<file path="src/rtl/seg7_pkg.sv">
// Shared definitions for the 4-digit 7-segment output path: segment patterns,
// converter FSM encoding and the display range limit.
package seg7_pkg;

    localparam int unsigned BIN_W = 14;
    localparam int unsigned BCD_W = 16;
    localparam int unsigned MAX_DISPLAY = 9999;

    // Active-low patterns, bit 0 = segment a, bit 7 = dp (always off).
    localparam logic [7:0] SEG_0     = 8'hC0;
    localparam logic [7:0] SEG_1     = 8'hF9;
    localparam logic [7:0] SEG_2     = 8'hA4;
    localparam logic [7:0] SEG_3     = 8'hB0;
    localparam logic [7:0] SEG_4     = 8'h99;
    localparam logic [7:0] SEG_5     = 8'h92;
    localparam logic [7:0] SEG_6     = 8'h82;
    localparam logic [7:0] SEG_7     = 8'hF8;
    localparam logic [7:0] SEG_8     = 8'h80;
    localparam logic [7:0] SEG_9     = 8'h90;
    localparam logic [7:0] SEG_BLANK = 8'hFF;
    localparam logic [7:0] SEG_DASH  = 8'hBF;

    typedef enum logic [1:0] {
        StIdle  = 2'd0,
        StShift = 2'd1,
        StDone  = 2'd2
    } conv_state_e;

    function automatic logic [7:0] seg_decode(input logic [3:0] nib);
        logic [7:0] pat;
        case (nib)
            4'd0:    pat = SEG_0;
            4'd1:    pat = SEG_1;
            4'd2:    pat = SEG_2;
            4'd3:    pat = SEG_3;
            4'd4:    pat = SEG_4;
            4'd5:    pat = SEG_5;
            4'd6:    pat = SEG_6;
            4'd7:    pat = SEG_7;
            4'd8:    pat = SEG_8;
            4'd9:    pat = SEG_9;
            default: pat = SEG_BLANK;
        endcase
        return pat;
    endfunction

    // Double-dabble correction: each nibble >= 5 gets +3, wrapping within the nibble.
    function automatic logic [BCD_W-1:0] bcd_adjust(input logic [BCD_W-1:0] v);
        logic [BCD_W-1:0] r;
        for (int i = 0; i < 4; i++) begin
            r[i*4 +: 4] = (v[i*4 +: 4] >= 4'd5) ? v[i*4 +: 4] + 4'd3 : v[i*4 +: 4];
        end
        return r;
    endfunction

endpackage

</file>
<file path="src/rtl/seg7_scan_display_bin2bcd_seq.sv">
// Sequential binary-to-BCD converter, one bit per cycle. Results are committed
// atomically in the DONE state so partial BCD never reaches the outputs.
module bin2bcd_seq
    import seg7_pkg::*;
(
    input  logic             sys_clk,
    input  logic             sys_rst_n,
    input  logic [BIN_W-1:0] bin_in,
    input  logic             start,
    output logic [BCD_W-1:0] bcd,
    output logic             ovf,
    output logic             done,
    output logic             busy
);

    localparam logic [3:0]       LastIter = 4'(BIN_W - 1);
    localparam logic [BIN_W-1:0] MaxDisp  = BIN_W'(MAX_DISPLAY);

    conv_state_e      state_q, state_d;
    logic [BIN_W-1:0] shift_q, shift_d;
    logic [BCD_W-1:0] acc_q, acc_d;
    logic [3:0]       iter_q, iter_d;
    logic             ovf_pend_q, ovf_pend_d;
    logic [BCD_W-1:0] bcd_q, bcd_d;
    logic             ovf_q, ovf_d;
    logic [BCD_W-1:0] acc_adj;

    always_comb begin
        state_d    = state_q;
        shift_d    = shift_q;
        acc_d      = acc_q;
        iter_d     = iter_q;
        ovf_pend_d = ovf_pend_q;
        bcd_d      = bcd_q;
        ovf_d      = ovf_q;
        done       = 1'b0;
        acc_adj    = bcd_adjust(acc_q);

        unique case (state_q)
            StIdle: begin
                if (start) begin
                    shift_d    = bin_in;
                    acc_d      = '0;
                    iter_d     = '0;
                    ovf_pend_d = (bin_in > MaxDisp);
                    state_d    = StShift;
                end
            end
            StShift: begin
                acc_d   = {acc_adj[BCD_W-2:0], shift_q[BIN_W-1]};
                shift_d = {shift_q[BIN_W-2:0], 1'b0};
                if (iter_q == LastIter) begin
                    state_d = StDone;
                end else begin
                    iter_d = iter_q + 4'd1;
                end
            end
            StDone: begin
                done  = 1'b1;
                ovf_d = ovf_pend_q;
                // Out-of-range values leave the last good BCD in place.
                if (!ovf_pend_q) begin
                    bcd_d = acc_q;
                end
                state_d = StIdle;
            end
            default: state_d = StIdle;
        endcase
    end

    always_ff @(posedge sys_clk or negedge sys_rst_n) begin
        if (!sys_rst_n) begin
            state_q    <= StIdle;
            shift_q    <= '0;
            acc_q      <= '0;
            iter_q     <= '0;
            ovf_pend_q <= 1'b0;
            bcd_q      <= '0;
            ovf_q      <= 1'b0;
        end else begin
            state_q    <= state_d;
            shift_q    <= shift_d;
            acc_q      <= acc_d;
            iter_q     <= iter_d;
            ovf_pend_q <= ovf_pend_d;
            bcd_q      <= bcd_d;
            ovf_q      <= ovf_d;
        end
    end

    assign bcd  = bcd_q;
    assign ovf  = ovf_q;
    assign busy = (state_q == StShift);

endmodule

</file>
<file path="src/rtl/seg7_scan_display.sv">
// 4-digit multiplexed common-anode display driver: change detect, sequential
// BCD conversion, leading-zero blanking and digit scan.
module seg7_scan_display
    import seg7_pkg::*;
#(
    parameter int unsigned SCAN_PERIOD   = 100_000,
    parameter bit          BLANK_LEADING = 1'b1
) (
    input  logic             sys_clk,
    input  logic             sys_rst_n,
    input  logic [BIN_W-1:0] bin_data,
    output logic [7:0]       seg,
    output logic [3:0]       dig_sel,
    output logic [BCD_W-1:0] bcd_out,
    output logic             ovf,
    output logic             busy
);

    localparam int unsigned     CntW    = (SCAN_PERIOD > 1) ? $clog2(SCAN_PERIOD) : 1;
    localparam logic [CntW-1:0] ScanMax = CntW'(SCAN_PERIOD - 1);

    logic [BIN_W-1:0] last_val_q, last_val_d;
    logic             start;
    logic             conv_busy;
    logic             conv_done;

    logic [CntW-1:0]  scan_cnt_q, scan_cnt_d;
    logic [1:0]       digit_idx_q, digit_idx_d;
    logic [7:0]       seg_q, seg_d;
    logic [3:0]       dig_sel_q, dig_sel_d;
    logic             wrap;
    logic [3:0]       blank;
    logic [3:0][7:0]  digit_pat;

    // busy covers the commit cycle too, so a new start is only taken from IDLE.
    assign busy  = conv_busy | conv_done;
    assign start = (bin_data != last_val_q) && !busy;

    always_comb begin
        last_val_d = last_val_q;
        if (start) begin
            last_val_d = bin_data;
        end
    end

    bin2bcd_seq u_bin2bcd (
        .sys_clk  (sys_clk),
        .sys_rst_n(sys_rst_n),
        .bin_in   (bin_data),
        .start    (start),
        .bcd      (bcd_out),
        .ovf      (ovf),
        .done     (conv_done),
        .busy     (conv_busy)
    );

    always_comb begin
        blank    = 4'b0000;
        blank[1] = (bcd_out[15:4] == 12'd0);
        blank[2] = (bcd_out[15:8] == 8'd0);
        blank[3] = (bcd_out[15:12] == 4'd0);
        if (!BLANK_LEADING) begin
            blank = 4'b0000;
        end
        for (int i = 0; i < 4; i++) begin
            if (ovf) begin
                digit_pat[i] = SEG_DASH;
            end else if (blank[i]) begin
                digit_pat[i] = SEG_BLANK;
            end else begin
                digit_pat[i] = seg_decode(bcd_out[i*4 +: 4]);
            end
        end
    end

    assign wrap = (scan_cnt_q == ScanMax);

    always_comb begin
        scan_cnt_d  = scan_cnt_q + 1'b1;
        digit_idx_d = digit_idx_q;
        seg_d       = seg_q;
        dig_sel_d   = dig_sel_q;
        // Outputs load the slot being left, so the first wrap shows digit 0.
        if (wrap) begin
            scan_cnt_d  = '0;
            digit_idx_d = digit_idx_q + 2'd1;
            seg_d       = digit_pat[digit_idx_q];
            dig_sel_d   = ~(4'b0001 << digit_idx_q);
        end
    end

    always_ff @(posedge sys_clk or negedge sys_rst_n) begin
        if (!sys_rst_n) begin
            last_val_q  <= '0;
            scan_cnt_q  <= '0;
            digit_idx_q <= '0;
            seg_q       <= SEG_BLANK;
            dig_sel_q   <= 4'b1111;
        end else begin
            last_val_q  <= last_val_d;
            scan_cnt_q  <= scan_cnt_d;
            digit_idx_q <= digit_idx_d;
            seg_q       <= seg_d;
            dig_sel_q   <= dig_sel_d;
        end
    end

    assign seg     = seg_q;
    assign dig_sel = dig_sel_q;

endmodule

</file>
<file path="config.mk">
export PLATFORM = sky130hd
export DESIGN_NAME = seg7_scan_display
export DESIGN_NICKNAME = d
export VERILOG_FILES = /design/src/rtl/seg7_pkg.sv /design/src/rtl/seg7_scan_display_bin2bcd_seq.sv /design/src/rtl/seg7_scan_display.sv
export SDC_FILE = /design/constraint.sdc
export NUM_CORES = 1
export LEC_CHECK = 0
export ABC_AREA = 1
export CAP_MARGIN = 20
export CORE_MARGIN = 2
export CORE_UTILIZATION = 35
export CTS_CLUSTER_SIZE = 14
export DETAILED_ROUTE_END_ITERATION = 10
export PLACE_DENSITY = 0.49
export SLEW_MARGIN = 10
export SYNTH_ARGS = -nofsm -noshare
export SYNTH_HDL_FRONTEND = slang
export SYNTH_SLANG_ARGS = --single-unit
</file>
<file path="constraint.sdc">
create_clock -name sys_clk -period 2 [get_ports sys_clk]
set_input_delay 0.3 -clock sys_clk [delete_from_list [all_inputs] [get_ports sys_clk]]
set_output_delay 0.3 -clock sys_clk [all_outputs]
set_load 0.02 [all_outputs]
</file>
# --- After elaboration in Yosys (flattened, before gate mapping) ---
# Memories as Yosys holds them, arrays and structs flattened.
# Cells that the tools add are included.
classes:
  n_mul: 0
  n_reduce_logical: 12
  eq_ne: 8
  n_div: 0
  muxes: 25
  addsub: 7
  n_lt_le_gt_ge: 6
  n_shift: 1
  bitwise: 3
ops:
  columns: ["op", "n"]
  rows:
  - ["$mux W8", 8]
  - ["$pmux W16 S2", 1]
  - ["$pmux W14 S2", 1]
  - ["$mux W4", 5]
  - ["$add A17 B1 Y17 const B", 1]
  - ["$eq A17 B17 Y1 const B", 1]
  - ["$mux W17", 1]
  - ["$bmux W8 S2", 1]
  - ["$ge A4 B3 Y1 const B", 4]
  - ["$mux W16", 1]
  - ["$gt A14 B14 Y1 const B", 1]
  - ["$mux W14", 1]
  - ["$ne A14 B14 Y1", 1]
  - ["$add A4 B2 Y4 const B", 3]
  - ["$logic_not A12 Y1", 1]
  - ["$logic_not A8 Y1", 1]
  - ["$pmux W4 S2", 1]
  - ["$reduce_and A2 Y1", 4]
  - ["$add A4 B1 Y4 const B", 1]
  - ["$eq A4 B4 Y1 const B", 1]
  - ["$logic_not A4 Y1", 1]
  - ["$mux W2", 2]
  - ["$ne A2 B2 Y1 const B", 2]
  - ["$not A4 Y4", 1]
  - ["other kinds (17)", 17]
word_totals:
  regBits: 99
  in_bits: 16
  word_cells: 78
  latch_bits: 0
  output_inout_bits: 30
  ramBits: 0
  romBits: 448
  n_memories: 4
memory_table:
  columns: ["name", "words", "width", "read_ports", "rd_ports_with_merged_regs", "wr", "line_no", "text"]
  rows:
  - ["(no name shown)", 16, 7, 1, 0, 0, "seg7_pkg.sv:31", "case (nib)"]
  - ["(no name shown)", 16, 7, 1, 0, 0, "seg7_pkg.sv:31", null]
  - ["(no name shown)", 16, 7, 1, 0, 0, "seg7_pkg.sv:31", null]
  - ["(no name shown)", 16, 7, 1, 0, 0, "seg7_pkg.sv:31", null]

# --- Logic depth before layout (Yosys ltp) ---
# Gate-level depths: netlist (run 1).
depth:
  word_depth: 7
  mapped_depth: 13
  mapped_depth_nobuf: 12

# --- By module ---
# Synthesis (run 1) repeated with hierarchy kept, for this count alone.
hier_totals:
  cells_unflattened: 836
  area_unflattened_um2: 6029.5
modules_own_cells:
  columns: ["module", "cells_per_inst", "area_each_um2", "n_inst"]
  rows:
  - ["seg7_scan_display", 511, 3365.7, 1]
  - ["bin2bcd_seq", 325, 2663.8, 1]

# --- Worst setup path after synthesis (run 1) ---
# Ideal clock, no wire load.
synth_path:
  kind: "register to register"
  from: "reg u_bin2bcd.bcd_q[12], in the netlist u_bin2bcd.bcd[12]"
  to: "reg seg_q[6], in the netlist seg[6]"
  arrival_ns: 1.583
  n_path_buf: 0
  path_slack_ns: 0.338
  stages_incl_launch_ff: 10
  synth_period_minus_slack_ns: 1.662
  setup_ns: 0.079
  t_required_ns: 1.921
  cell_sequence: "dfrtp_1 inv_1 ha_1 nor3b_2 nor3_2 nand2_1 o211ai_1 nand2_1 nand2_1 nand2_1"
synth_via:
  elab_chain_len: 5
  word_cells_on_any_way: 12
synth_lines:
  columns: ["item", "line_no", "text"]
  rows:
  - ["start: declaration", "seg7_scan_display_bin2bcd_seq.sv:24", "logic [BCD_W-1:0] bcd_q, bcd_d;"]
  - ["start signal: assignment", "seg7_scan_display_bin2bcd_seq.sv:78", "bcd_q <= '0;"]
  - ["start signal: assignment", "seg7_scan_display_bin2bcd_seq.sv:86", "bcd_q <= bcd_d;"]
  - ["$mem_v2 Z16 W7 (tied with other cells)", null, null]
  - ["$mux W8", "seg7_scan_display.sv:68", "end else if (blank[i]) begin"]
  - ["$mux W8", "seg7_scan_display.sv:66", "if (ovf) begin"]
  - ["$bmux W8 S2 (*)", "seg7_scan_display.sv:87", "seg_d = digit_pat[digit_idx_q];"]
  - ["$mux W8 (not written as such) (*)", "seg7_scan_display.sv:87", null]
  - ["end signal: assignment", "seg7_scan_display.sv:103", "seg_q <= seg_d;"]
  - ["end: declaration", "seg7_scan_display.sv:29", "logic [7:0] seg_q, seg_d;"]
# Every way passes the cells marked *; elsewhere a longest branch is shown, timed or not. The select of a mux whose other input is x is not followed.
# A chain may end at the register's enable or synchronous reset.

# --- Worst setup path after layout (run 1) ---
# Same ends and word-level chain as after synthesis.

==> metrics, run 1 <==
endpoints failing hold 0; Final TNS setup 0 ns; antenna cells 0; synthesized area 5960 um2; Worst Setup End Kind flop; Worst Tran Pin Value approximately 0.58 ns; skew final around 0.0077 ns; RSZ-0062 raised after global routing no; number of vias per cell between 4 and 5; Worst Hold Class in -> async; via count 5234; Syn Inst Count 805; total CTS buffers 9; Setup WS post-layout around 0.13 ns; Cell variety after synth 33; largest net degree at the start of global routing 37; min Tclk post-route ~1.9 ns; clk_lat worst skew 0.35 ns; Pwr Density 1010 nW/um2; CTS HTree Levels 3; overall power 0.00715 W; Placement Setup Slack -0.0351 ns; type of origin of the critical path flop; initial antenna violation count 0; Sink Count 98; initial core utilization about 36%; Slew HR 60.9%; post-DR wirelength/cell 13.0 um; row cnt 47; max cap viols 0; Max VDD drop around 0.54 mV; Seq cells post-synth 98; commonest non-fill, non-tap cell in the layout nand2_1; total core area 16600 um2; CP Class reg -> reg; YS warnings 0; crit-path max FO 6; commonest cells after routing, fill and taps aside 249 x nand2_1, 87 x inv_1, 87 x dfrtp_1, 75 x o21ai_0, 73 x nand3_1; DP Wirelength 10.6 mm; leakage power 3.43 nW; I/O pins 46; final core utilization 42.8%; Max Freq around 0.53 GHz; vias in the first global route 5046; Seq/Total Area, Yosys 41.4%; Reg clk slew, reported paths 0.07 ns; initial drt markers approximately 350; WP data required 2.29 ns; first-pass GRT wire length about 24 mm; status complete, no violations; Placer Congestion around 0.84; layout cells sized above 1 8.91%; drt pass-1 iters 5; Longest Clk Path Bufs 2; area grow syn2layout 19.1%; WL final 14.2 mm; average size of a mapped cell 7.40 um2; syn_nets 859; # setup viols final 0; CTS tree built; worst hold margin approximately 0.46 ns; Max Slew Vio Count 0; final period utilization 93.5%; die height 134 um; GRT Residual Overflow 0; DRC 0; input/output buffers 44; Final Net Count 924; Detail Route Antenna Nets 0; GRT Overall Usage about 17%; Root Buffer clkbuf_16; reg2reg path depth 10; critical path arrival 2.16 ns; fillcell total 1735; chip width 134 um; Die Area roughly 18000 um2
flip-flops by register name (all words and copies together), names as in the netlist, 4 cells and up:
signal	cells
scan_cnt_q	17
u_bin2bcd.acc_q	16
u_bin2bcd.bcd	16
last_val_q	14
u_bin2bcd.shift_q	14
seg	7
dig_sel	4
u_bin2bcd.iter_q	4
synth_stat cells, drive strengths merged:
library cell | number | share of area (%)
nand2 | 253 | 16
inv | 92 | 5.8
dfrtp | 87 | 37
o21ai | 78 | 6.6
nand3 | 75 | 6.4
nor2 | 55 | 3.5
ha | 38 | 8.0
a21oi | 23 | 1.9
nor3 | 17 | 1.5
buf | 15 | 1.8
xor2 | 13 | 1.9
clkbuf | 11 | 0.69
dfstp | 11 | 4.9
o211ai | 7 | 0.88
nand4 | 6 | 0.63
nor4 | 5 | 0.53
a211oi | 4 | 0.50
or2 | 4 | 0.42
xnor2 | 4 | 0.59
clkinv | 2 | 0.13
a31oi | 1 | 0.11
conb | 1 | 0.063
nand3b | 1 | 0.13
nor3b | 1 | 0.21
o31ai | 1 | 0.13
cells by family (layout without fill, tap and decap cells):
group / after synthesis / count (layout) / synth area share [%]
flip-flops: 98 / 98 / 41.4
adder cells (fa/ha/maj): 38 / 38 / 7.98
XOR/XNOR: 17 / 17 / 2.50
AO/OA/AOI/OAI: 114 / 114 / 10.1
AND/OR/NAND/NOR: 417 / 417 / 29.6
other: 1 / 1 / 0.0630
buffers and inverters: 120 / 190 / 8.40
worst max-delay path, cell delays in order (launching register included):
cell      delay (ns)
dfrtp_1         0.43
inv_1           0.10
ha_1            0.17
nor3b_2         0.33
buf_4           0.18
nand2_1         0.06
nand2_1         0.15
o211ai_1        0.10
nand2_1         0.16
nand2_1         0.07
nand2_1         0.06
area by class of cell:
| class | instances | area (um2) | share of cell area (%) |
|---|---|---|---|
| Inverter | 94 | 353 | 4.97 |
| Clock buffer | 12 | 246 | 3.47 |
| Sequential cell | 98 | 2470 | 34.7 |
| Tap cell | 220 | 275 | 3.88 |
| Clock inverter | 4 | 26.3 | 0.370 |
| Multi-Input combinational cell | 587 | 3000 | 42.2 |
| Timing Repair Buffer | 80 | 734 | 10.3 |
power by group:
group          total, W  leakage, nW  internal [W]  switching, W
clock           0.00165        0.133      0.000880      0.000767
combinational   0.00279         2.04       0.00103       0.00177
sequential      0.00272         1.26       0.00238      0.000340
total           0.00715         3.43       0.00428       0.00287
routing by layer:
metal / vias to the layer above / global-route usage, % / wire [um]
li1: 2705 / - / -
met2: 87 / 27.9 / 6720
met3: 7 / 3.57 / 456
met1: 2435 / 22.1 / 6910
met5: - / 0 / 0
met4: 0 / 3.16 / 101
stage by stage:
stage | instance area [um2] | cells
3_5_place_dp | 6810 | 1078
2_1_floorplan | 5960 | 805
3_3_place_gp | 6810 | 1078
4_1_cts | 7090 | 1095
6_report | 7100 | 1095
5_1_grt | 7100 | 1095
final timing paths:
kind,start,end,slack (ns)
setup / recovery,u_bin2bcd.bcd[12],seg[6],0.13
hold / removal,sys_rst_n,u_bin2bcd.bcd[4],0.46
setup reg to reg,u_bin2bcd.bcd[12],seg[6],0.13
hold reg to reg,scan_cnt_q[0],scan_cnt_q[0],0.46
max in group asynchronous,sys_rst_n,u_bin2bcd.iter_q[2],0.89
min in group sys_clk,scan_cnt_q[0],scan_cnt_q[0],0.46
repair_timing:
| action | in CTS | in global routing |
|---|---|---|
| setup endpoints to repair | 1 | 1 |
| endpoints found under the hold margin | 25 | 0 |
| resized for setup | 1 | 1 |
| hold buffers | 1 | 0 |
| setup buffers | 0 | 0 |
(Power assumes the default switching activity.)
==> run 2, diff against run 1 <==
--- a/config.mk
+++ b/config.mk
@@ -6,8 +6,9 @@
 export NUM_CORES = 1
 export LEC_CHECK = 0
 export ABC_AREA = 1
+export ABC_CLOCK_PERIOD_IN_PS = 2000
 export CAP_MARGIN = 20
-export CORE_MARGIN = 2
+export CORE_MARGIN = 5
 export CORE_UTILIZATION = 35
 export CTS_CLUSTER_SIZE = 14
 export DETAILED_ROUTE_END_ITERATION = 10
==> metrics, run 2 (synthesis gave the netlist of run 1 again) <==
total CTS buffers 9 (unchanged); crit-path leading delay family buffers and inverters; Die Area 19700 um2 (+9.1%); final period utilization 92.1% (-1.5 points); WL final 14.4 mm (+1.3%); die height 140 um (+4.5%); initial antenna violation count 0 (unchanged); CTS HTree Levels 3 (unchanged); initial drt markers 331 (-4.9%); overall power 0.00723 W (+1.1%); Post-DP Area 6780 um2 (-0.44%); antenna cells 0 (unchanged); Final TNS setup 0 ns (unchanged); combinational share of power 38.4% (-0.6 points); Max Freq 0.543 GHz (+1.6%); GRT Overall Usage 15.1% (-1.5 points); chip width 140 um (+4.5%); fillcell total 1679 (-3.2%); layout cells sized above 1 8.85% (-0.064 points); status complete, no violations; CP bufs+invs 1 (-1); Worst Tran Pin Value 0.552 ns (-0.0285 ns); post-route cell area 7100 um2 (about the same); post-DR wirelength/cell 13.2 um (+1.7%); Max VDD drop 0.465 mV (-13%); Worst Setup End Kind primary output; vias in the first global route 5096 (+0.99%); crit-path max FO 8 (+2); DP Wirelength 10.7 mm (+1.3%); Sink Count 98 (unchanged); net switching power 0.00289 W (+0.58%); final core utilization 42.7% (-0.14 points); Placer Congestion 0.879 (+5.1%); type of origin of the critical path flop; commonest cells after routing, fill and taps aside 248 x nand2_1, 87 x inv_1, 87 x dfrtp_1, 75 x o21ai_0, 73 x nand3_1; Most flops, register scan_cnt_q; commonest non-fill, non-tap cell in the layout nand2_1; slowest CP cell clkdlybuf4s50_1; input/output buffers 44 (unchanged); largest net degree at the start of global routing 48 (+30%); CP Class reg -> out; DRC 0 (unchanged); Longest Clk Path Bufs 2 (unchanged); Setup WS post-layout 0.159 ns (+0.0293 ns); Root Buffer clkbuf_16; Pwr Density 1020 nW/um2 (+1.1%); initial core utilization 35.8% (-0.13 points); first-pass GRT wire length 24.7 mm (+1.5%); Net Sw Frac 40.0% (-0.21 points); # setup viols final 0 (unchanged); Final Net Count 920 (-0.43%); Detail Route Antenna Nets 0 (unchanged); min Tclk post-route 1.84 ns (-0.0293 ns); Max Slew Vio Count 0 (unchanged); GRT Residual Overflow 0 (unchanged); row cnt 47 (unchanged); Clock power frac 24.1% (+1.1 points); number of vias per cell 4.84 (+1.3%); endpoints failing hold 0 (unchanged); I/O pins 46 (unchanged); RSZ-0062 raised after global routing no; Slew HR 62.8% (+1.9 points); WP data required 1.70 ns (-0.59 ns); max reg flops 17 (unchanged); P_int 0.00434 W (+1.5%); slowest stage delay, CP 0.68 ns (+0.25 ns); via count 5280 (+0.88%); Flop pwr share 37.6% (-0.3 points); Post-CTS Setup Bufs 0 (unchanged); drt pass-1 iters 5 (unchanged); clk_lat worst skew 0.35 ns (about the same); CP Cell Sequence clkdlybuf4s50_1; Placement Setup Slack -0.0509 ns (-0.0158 ns); CTS tree built; area grow syn2layout 19.2% (about the same); Worst Hold Class in -> async; Reg clk slew, reported paths 0.07 ns (about the same); max cap viols 0 (unchanged); critical path arrival 1.54 ns (-0.62 ns); leakage power 3.43 nW (about the same); total core area 16600 um2 (+0.35%); skew final 0.0125 ns (+0.00478 ns)
-- run 2: routing by layer --
metal	wire length (um)	part of all wire, %	global-route usage, %
met4	226	1.6	4.59
met1	6790	47	20.0
met2	6830	48	25.0
met3	522	3.6	2.83
met5	0	0	0
-- run 2: through the flow --
| stage | hold WS (ns) | std cells |
|---|---|---|
| final | 0.448 | 1090 |
| after detailed placement | 0.299 | 1074 |
| after CTS | 0.458 | 1090 |
| after floorplan | 0.00441 | 805 |
| after global routing | 0.487 | 1090 |
| after global placement | 0.297 | 1074 |
-- run 2: area by class of cell --
type / instances / area, um2 / area share, %
multi-input combinational: 587 / 3010 / 42.4
sequential: 98 / 2470 / 34.7
timing repair buffer: 76 / 704 / 9.92
inverter: 94 / 353 / 4.97
tap: 220 / 275 / 3.88
clock buffer: 9 / 225 / 3.17
clock inverter: 6 / 65.1 / 0.917
-- run 2: path summary, 6_finish.rpt --
check / start / end / slack, ns / cells after the start
setup / recovery: u_bin2bcd.bcd[14] / bcd_out[14] / 0.16 / 1
hold / removal: sys_rst_n / u_bin2bcd.bcd[0] / 0.45 / 2
setup reg to reg: u_bin2bcd.bcd[5] / seg[6] / 0.19 / 10
hold reg to reg: scan_cnt_q[0] / scan_cnt_q[0] / 0.46 / 1
max in group asynchronous: sys_rst_n / seg[6] / 0.90 / 3
min in group sys_clk: scan_cnt_q[0] / scan_cnt_q[0] / 0.46 / 1
-- run 2: power groups by stage --
| stage | sequential, W | clock (W) | combinational [W] |
|---|---|---|---|
| 5_1_grt | 0.00277 | 0.00189 | 0.00319 |
| 4_1_cts | 0.00271 | 0.00181 | 0.00280 |
| 3_3_place_gp | 0.00273 | 0 | 0.00272 |
| 2_1_floorplan | 0.00270 | 0 | 0.00200 |
| 3_5_place_dp | 0.00275 | 0 | 0.00279 |
| 6_report | 0.00272 | 0.00174 | 0.00278 |
-- run 2: repair_timing --
action	CTS	global route
endpoints found under the setup margin	1	7
hold buffers	1	0
endpoints found under the hold margin	27	0
gates resized for setup	1	4
gates cloned	0	0
